`config.mk`:
```
export PLATFORM = sky130hd
export DESIGN_NAME = mod_program_loader_flat
export DESIGN_NICKNAME = d
export VERILOG_FILES = /design/src/rtl/mod_program_loader_if.sv /design/src/rtl/mod_program_loader.sv /design/src/flat_wrapper.sv
export SDC_FILE = /design/constraint.sdc
export NUM_CORES = 1
export LEC_CHECK = 0
export ABC_AREA = 0
export CORE_AREA = 2 2 92 94
export DETAILED_ROUTE_END_ITERATION = 12
export DIE_AREA = 0 0 94 96
export GPL_TIMING_DRIVEN = 0
export HOLD_SLACK_MARGIN = 0.1
export PLACE_DENSITY_LB_ADDON = 0.05
export SYNTH_ARGS = -nofsm -noshare
export SYNTH_HDL_FRONTEND = slang
export SYNTH_SLANG_ARGS = --single-unit
```
`constraint.sdc`:
```
create_clock -name clk -period 2.9 [get_ports clk]
set_input_delay 0.435 -clock clk [delete_from_list [all_inputs] [get_ports clk]]
set_output_delay 0.435 -clock clk [all_outputs]
set_load 0.005 [all_outputs]
```
`src/rtl/mod_program_loader_if.sv`:
```
`default_nettype none
// ============================================================================
//  Module      : mod_program_loader_if
//  Description : Byte-stream valid/ready channel feeding the program loader.
//                master : the byte source (drives in_valid/in_byte)
//                slave  : the loader (drives in_ready)
//                A byte transfers on a rising clock edge where in_valid and
//                in_ready are both high.
//  Revision    : 1.0  initial release
// ============================================================================
interface mod_program_loader_if;
    logic       in_valid;
    logic       in_ready;
    logic [7:0] in_byte;

    modport master (
        output in_valid,
        output in_byte,
        input  in_ready
    );

    modport slave (
        input  in_valid,
        input  in_byte,
        output in_ready
    );
endinterface
`default_nettype wire

```
`src/rtl/mod_program_loader.sv`:
```
`default_nettype none
// ============================================================================
//  Module      : mod_program_loader
//  Description : Write side of the CPU instruction ROM. Accepts a framed
//                image over a valid/ready byte stream:
//                  LEN_HI LEN_LO {HI LO} x N CHK
//                packs byte pairs into 16-bit words, writes them to ascending
//                ROM addresses and releases the CPU from reset only once the
//                8-bit frame checksum (including CHK) comes out as zero.
//  Ports       : clk, reset     clock / synchronous active-high reset
//                start          begin a load (honoured in IDLE/DONE/ERROR)
//                stream         byte stream, slave side
//                rom_we/addr/data  ROM write port, one strobe per word
//                cpu_reset      high unless the last load verified
//                busy/done/error   load status
//  Revision    : 1.0  initial release
// ============================================================================
module mod_program_loader #(
    parameter int ADDR_WIDTH = 8
) (
    input  wire logic                  clk,
    input  wire logic                  reset,
    input  wire logic                  start,
    mod_program_loader_if.slave        stream,
    output logic                       rom_we,
    output logic [ADDR_WIDTH-1:0]      rom_addr,
    output logic [15:0]                rom_data,
    output logic                       cpu_reset,
    output logic                       busy,
    output logic                       done,
    output logic                       error
);

    typedef enum logic [2:0] {
        S_IDLE    = 3'd0,
        S_LEN_HI  = 3'd1,
        S_LEN_LO  = 3'd2,
        S_DATA_HI = 3'd3,
        S_DATA_LO = 3'd4,
        S_CHECK   = 3'd5,
        S_DONE    = 3'd6,
        S_ERROR   = 3'd7
    } state_t;

    // Largest legal image, in words; 17 bits so the full 16-bit length can
    // be compared against it without overflow.
    localparam logic [16:0]         MAX_WORDS = 17'(1) << ADDR_WIDTH;
    localparam logic [ADDR_WIDTH:0] IDX_ONE   = (ADDR_WIDTH+1)'(1);

    state_t                r_state;
    state_t                w_state_next;
    logic [7:0]            r_sum;
    logic [15:0]           r_len;
    logic [7:0]            r_hi;
    // One bit wider than the address so an image of exactly 2**ADDR_WIDTH
    // words can be counted to completion.
    logic [ADDR_WIDTH:0]   r_index;

    logic                  w_xfer;
    logic                  w_launch;
    logic [7:0]            w_sum_next;
    logic [15:0]           w_len;
    logic [ADDR_WIDTH:0]   w_index_inc;
    logic                  w_last_word;

    assign w_xfer      = stream.in_valid & stream.in_ready;
    assign w_sum_next  = r_sum + stream.in_byte;
    assign w_len       = {r_len[15:8], stream.in_byte};
    assign w_index_inc = r_index + IDX_ONE;
    assign w_last_word = ({{(16-ADDR_WIDTH){1'b0}}, w_index_inc} == {1'b0, r_len});

    // ------------------------------------------------------------------
    // State register
    // ------------------------------------------------------------------
    always_ff @(posedge clk) begin
        if (reset) begin
            r_state <= S_IDLE;
        end else begin
            r_state <= w_state_next;
        end
    end

    // ------------------------------------------------------------------
    // Next state and state-decoded outputs
    // ------------------------------------------------------------------
    always_comb begin
        w_state_next    = r_state;
        w_launch        = 1'b0;
        stream.in_ready = 1'b0;
        busy            = 1'b0;
        done            = 1'b0;
        error           = 1'b0;
        cpu_reset       = 1'b1;

        case (r_state)
            S_IDLE, S_DONE, S_ERROR: begin
                done      = (r_state == S_DONE);
                error     = (r_state == S_ERROR);
                cpu_reset = (r_state != S_DONE);
                if (start) begin
                    w_launch     = 1'b1;
                    w_state_next = S_LEN_HI;
                end
            end
            S_LEN_HI: begin
                stream.in_ready = 1'b1;
                busy            = 1'b1;
                if (w_xfer) w_state_next = S_LEN_LO;
            end
            S_LEN_LO: begin
                stream.in_ready = 1'b1;
                busy            = 1'b1;
                if (w_xfer) begin
                    if (w_len == 16'd0)
                        w_state_next = S_CHECK;
                    else if ({1'b0, w_len} > MAX_WORDS)
                        w_state_next = S_ERROR;
                    else
                        w_state_next = S_DATA_HI;
                end
            end
            S_DATA_HI: begin
                stream.in_ready = 1'b1;
                busy            = 1'b1;
                if (w_xfer) w_state_next = S_DATA_LO;
            end
            S_DATA_LO: begin
                stream.in_ready = 1'b1;
                busy            = 1'b1;
                if (w_xfer) w_state_next = w_last_word ? S_CHECK : S_DATA_HI;
            end
            S_CHECK: begin
                stream.in_ready = 1'b1;
                busy            = 1'b1;
                if (w_xfer) w_state_next = (w_sum_next == 8'd0) ? S_DONE : S_ERROR;
            end
            default: begin
                w_state_next = S_IDLE;
            end
        endcase
    end

    // ------------------------------------------------------------------
    // Datapath: checksum, length, word assembly and ROM write port
    // ------------------------------------------------------------------
    always_ff @(posedge clk) begin
        if (reset) begin
            r_sum    <= 8'd0;
            r_len    <= 16'd0;
            r_hi     <= 8'd0;
            r_index  <= '0;
            rom_we   <= 1'b0;
            rom_addr <= '0;
            rom_data <= 16'd0;
        end else begin
            rom_we <= 1'b0;
            if (w_launch) begin
                r_sum   <= 8'd0;
                r_index <= '0;
            end else if (w_xfer) begin
                r_sum <= w_sum_next;
                case (r_state)
                    S_LEN_HI:  r_len[15:8] <= stream.in_byte;
                    S_LEN_LO:  r_len[7:0]  <= stream.in_byte;
                    S_DATA_HI: r_hi        <= stream.in_byte;
                    S_DATA_LO: begin
                        // Write lands in the cycle after the low byte; the
                        // next low byte is at least two transfers away, so
                        // the strobe can never stay high for two cycles.
                        rom_we   <= 1'b1;
                        rom_addr <= r_index[ADDR_WIDTH-1:0];
                        rom_data <= {r_hi, stream.in_byte};
                        r_index  <= w_index_inc;
                    end
                    default: ;
                endcase
            end
        end
    end

endmodule
`default_nettype wire
```
`src/flat_wrapper.sv`:
```
// flat-port wrapper written by rule: the top's interface ports become plain ports
module mod_program_loader_flat 
#(
    parameter int ADDR_WIDTH = 8
)
  (clk, reset, start, rom_we, rom_addr, rom_data, cpu_reset, busy, done, error, stream_in_valid, stream_in_byte, stream_in_ready);
  mod_program_loader_if stream_i ();
  input  wire logic clk;
  input  wire logic reset;
  input  wire logic start;
  output logic rom_we;
  output logic [ADDR_WIDTH-1:0] rom_addr;
  output logic [15:0] rom_data;
  output logic cpu_reset;
  output logic busy;
  output logic done;
  output logic error;
  input wire logic [$bits(stream_i.in_valid)-1:0] stream_in_valid;
  input wire logic [$bits(stream_i.in_byte)-1:0] stream_in_byte;
  output wire logic [$bits(stream_i.in_ready)-1:0] stream_in_ready;
  assign stream_i.in_valid = stream_in_valid;
  assign stream_i.in_byte = stream_in_byte;
  assign stream_in_ready = stream_i.in_ready;
  mod_program_loader #(.ADDR_WIDTH(ADDR_WIDTH)) u_core (.clk(clk), .reset(reset), .start(start), .stream(stream_i), .rom_we(rom_we), .rom_addr(rom_addr), .rom_data(rom_data), .cpu_reset(cpu_reset), .busy(busy), .done(done), .error(error));
endmodule
```
==> summary.md, run 1 <==
| Metric | Value |
|---|---|
| Slowest CP cell | clkdlybuf4s50_1 |
| Area of the core | 8050 um2 |
| Yosys cell types | 54 |
| DIE AREA | 9020 um2 |
| Fin Setup TNS | 0 ns |
| Commonest non-fill, non-tap cell in the layout | nand2_1 |
| Hold depth | 2 |
| DR iter-0 viols | about 130 |
| Pin count of the biggest net entering global routing | 13 |
| Post-synth top area share | 41.5% |
| Filler cell count | 829 |
| Cts hold-fix bufs | 0 |
| Number of max-cap violations | 0 |
| Row count | 33 |
| Routed len/inst | 14.8 um |
| Clk Latency, worst-skew pair | about 0.35 ns |
| Syn avg cell area | 7.95 um2 |
| Initial antenna violation count | 0 |
| Synth Register Bits | 69 |
| Initial DRT Pass Iterations | 4 |
| Die height | 96 um |
| ANT nets after route | 0 |
| Peak supply drop | 0.234 mV |
| Worst path cell trace | clkdlybuf4s50_1 -> ha_1 -> inv_1 -> fa_1 -> xnor2_1 -> or4b_1 -> nor4_1 -> and4_1 -> nor3_1 |
| Reg-to-reg slack, setup | 0.64 ns |
| Pwr dens | 488 nW/um2 |
| Hold Crit Endpoint | u_core.rom_data[10]$_SDFFE_PP0P_ |
| CTS Buffer Depth | 2 |
| Root buf cell | clkbuf_8 |
| Final GP Congestion | 0.804 |
| Post-synth EDFFs | 0 |
| CTS clk-pin slew, worst paths | approximately 0.080 ns |
| CP startpoint kind | input port |
| Minimum clock period | between 2 and 3 ns |
| Switching part of the total | 26.0% |
| Routed WL | about 8.6 mm |
| DR DRC count | 0 |
| Clk_skew | 0.00905 ns |
| LEAKAGE | around 0.0014 uW |
| Vias/cell | ~5.2 |
| Biggest cell delay along the critical path | 0.66 ns |
| # diodes | 0 |
| Area leader, netlist | dfxtp_1 |
| Reg2Reg Launch Point | u_core.r_sum[0]$_SDFFE_PP0P_ |
| Worst Path Arrival | 2.95 ns |
| Slew Limit Fails | 0 |
| Vias in the first global route | 2833 |
| Most frequent cells in the layout | nand2_1, dfxtp_1, a21oi_1 |
| # H-tree levels | 3 |
| Worst Max-Slew Pin Slew | 0.628 ns |
| RSZ-0062 raised after global routing | false |
| Placed Cells | 563 |
| Mapped cell area | 3330 um2 |
| CTS Buf Count | 9 |
| Reg2Reg Depth | 8 |
| CP Class | in -> reg |
| Post-synthesis sequential area ratio | 41.5% |
| HPWL after DPL | 6.16 mm |
| Post_cts resized | 0 |
| Number of post-CTS setup repair buffers | 0 |
| Hold Crit Class | reg -> reg |
| Reg-to-reg endpoint | u_core.r_state[0]$_SDFFE_PP0P_ |
| Worst Min Path Start | u_core.rom_data[10]$_SDFFE_PP0P_ |
| Max-slew headroom | roughly three fifths |
| Yosys Warn Count | 0 |
| GRT Overall Usage | 20.4% |
| CTS tree | built |
| Total congestion overflow | 0 |
| F_max | 0.364 GHz |
| Status | complete, no violations |
| Psw | 513 uW |
| Ys async rst share | 0% |
| Hold Fails Final Rpt | 0 |
| Syn_nets | 440 |
| CP required | 3.11 ns |
| Predominant post-synthesis flop cell | dfxtp_1 |
| Starting Density | about two fifths |
| Share of cells above drive strength 1 | 7.59% |
| Routed via count | 2987 |
| Die width | 94 um |
| Crit share post-route | 94.6% |
| Clock power share | 40.6% |
| Comb power frac | 10.4% |
| Area growth, synth to finish | 21.7% |
| Final setup viols | 0 |
| Top-Level Pins | 42 |
| Synth area leaders | dfxtp_1, nand2_1, a21oi_1 |
| Sink Count | a little under 70 |
| Crit path capture type | flop |
| Nets | 490 |
| Global-route wire length before repair | 14.1 mm |
| Int Pwr | roughly 1500 uW |
| Count of input and output buffers | 39 |
| Cells after Synth | about 420 |
| CP Max Fanout | 6 |
| Seq pwr share | 49.0% |
| Finished Layout Cells | 579 |
## Yosys cell counts, types with 4 or more instances
master and number:
nor4_1 5, a21oi_1 60, nand4_1 5, inv_1 8, nand2b_1 4, xnor2_1 14, nand2_1 105, mux2i_1 4
nor2b_1 5, xor2_1 9, dfxtp_1 69, nor2_1 25, clkbuf_1 12, nor3_1 5, buf_2 6, nand3_1 5
o21ai_0 15, ha_1 8
## kinds of logic (layout without fill, tap and decap cells)
group	count (synthesis)	in the layout	synth area share [%]
xor gates and xnor gates	23	23	6.05
DFF	69	69	41.5
and+or+nand+nor	182	182	25.7
adders and majority gates	9	9	3.61
muxes	5	5	1.54
buffers and inverters	34	89	5.11
AOI/OAI and AO/OA	97	97	16.5
## worst max-delay path, delay by kind of cell
family                   cells  cell delay [ns]
adder cells (fa/ha/maj)      2             0.64
XOR/XNOR                     1             0.17
buffers and inverters        2             0.72
AND/OR/NAND/NOR              4             0.98
## per-stage QoR
stage	total power (uW)	util [%]	hold WS, ns	setup WS [ns]	area (um2)
final	1980	50.3	0.456	0.156	4050
after global routing	2060	50.3	0.473	0.00812	4050
after CTS	2000	50.3	0.457	0.153	4050
after global placement	1190	47.8	0.442	-0.236	3850
after floorplan	1120	-	0.432	0.699	3330
after detailed placement	1190	47.8	0.445	-0.209	3850
## how the worst max path moves through the flow
stage	to	slack, ns	depth (start not counted)	start
after global routing	u_core.r_state[0]$_SDFFE_PP0P_	0.008	9	stream_in_byte[0]
after floorplan	u_core.r_state[0]$_SDFFE_PP0P_	0.70	8	stream_in_byte[0]
after global placement	u_core.r_state[0]$_SDFFE_PP0P_	-0.24	9	stream_in_byte[0]
after CTS	u_core.r_state[0]$_SDFFE_PP0P_	0.15	9	stream_in_byte[0]
final	u_core.r_state[0]$_SDFFE_PP0P_	0.16	9	stream_in_byte[0]
after detailed placement	u_core.r_state[0]$_SDFFE_PP0P_	-0.21	9	stream_in_byte[0]
## power by group through the flow
stage | Combinational (uW) | Sequential (uW) | Clock (uW)
floorplan | 131 | 988 | 0
global placement | 202 | 990 | 0
detailed placement | 205 | 990 | 0
CTS | 205 | 968 | 826
global route | 228 | 969 | 866
finish | 205 | 968 | 803
## state kept, by name, summed over array words and instances (netlist names)
| register | count |
|---|---|
| u_core.r_hi | 8 |
| u_core.r_index | 9 |
| u_core.r_len | 16 |
| u_core.r_state | 3 |
| u_core.r_sum | 8 |
| u_core.rom_addr | 8 |
| u_core.rom_data | 16 |
| u_core.rom_we | 1 |
## metal layers
metal	GRT usage, %	vias up	wire length, um
li1	-	1529	-
met2	33.3	50	4130
met4	8.70	0	132
met3	4.31	13	397
met5	0	-	0
met1	26.4	1395	3910
## layout make-up
class                   instances  area (um2)  share of cell area (%)
clock inverters                 5        58.8                    1.45
plain buffers                  26         140                    3.46
well taps                     105         131                    3.24
inverters                       8        30.0                   0.741
clock buffers                  11         141                    3.49
repair buffers                 39         390                    9.63
multi-input cells             316        1780                    43.9
flip-flops and latches         69        1380                    34.1
Note: power is estimated with default switching activity, not from simulation.
==> inputs of run 2 (changes only) <==
Settings changed: GPL_ROUTABILITY_DRIVEN set to 1.
==> results of run 2 <==
The final DEF is identical to that of run 1; final timing and power are the same.
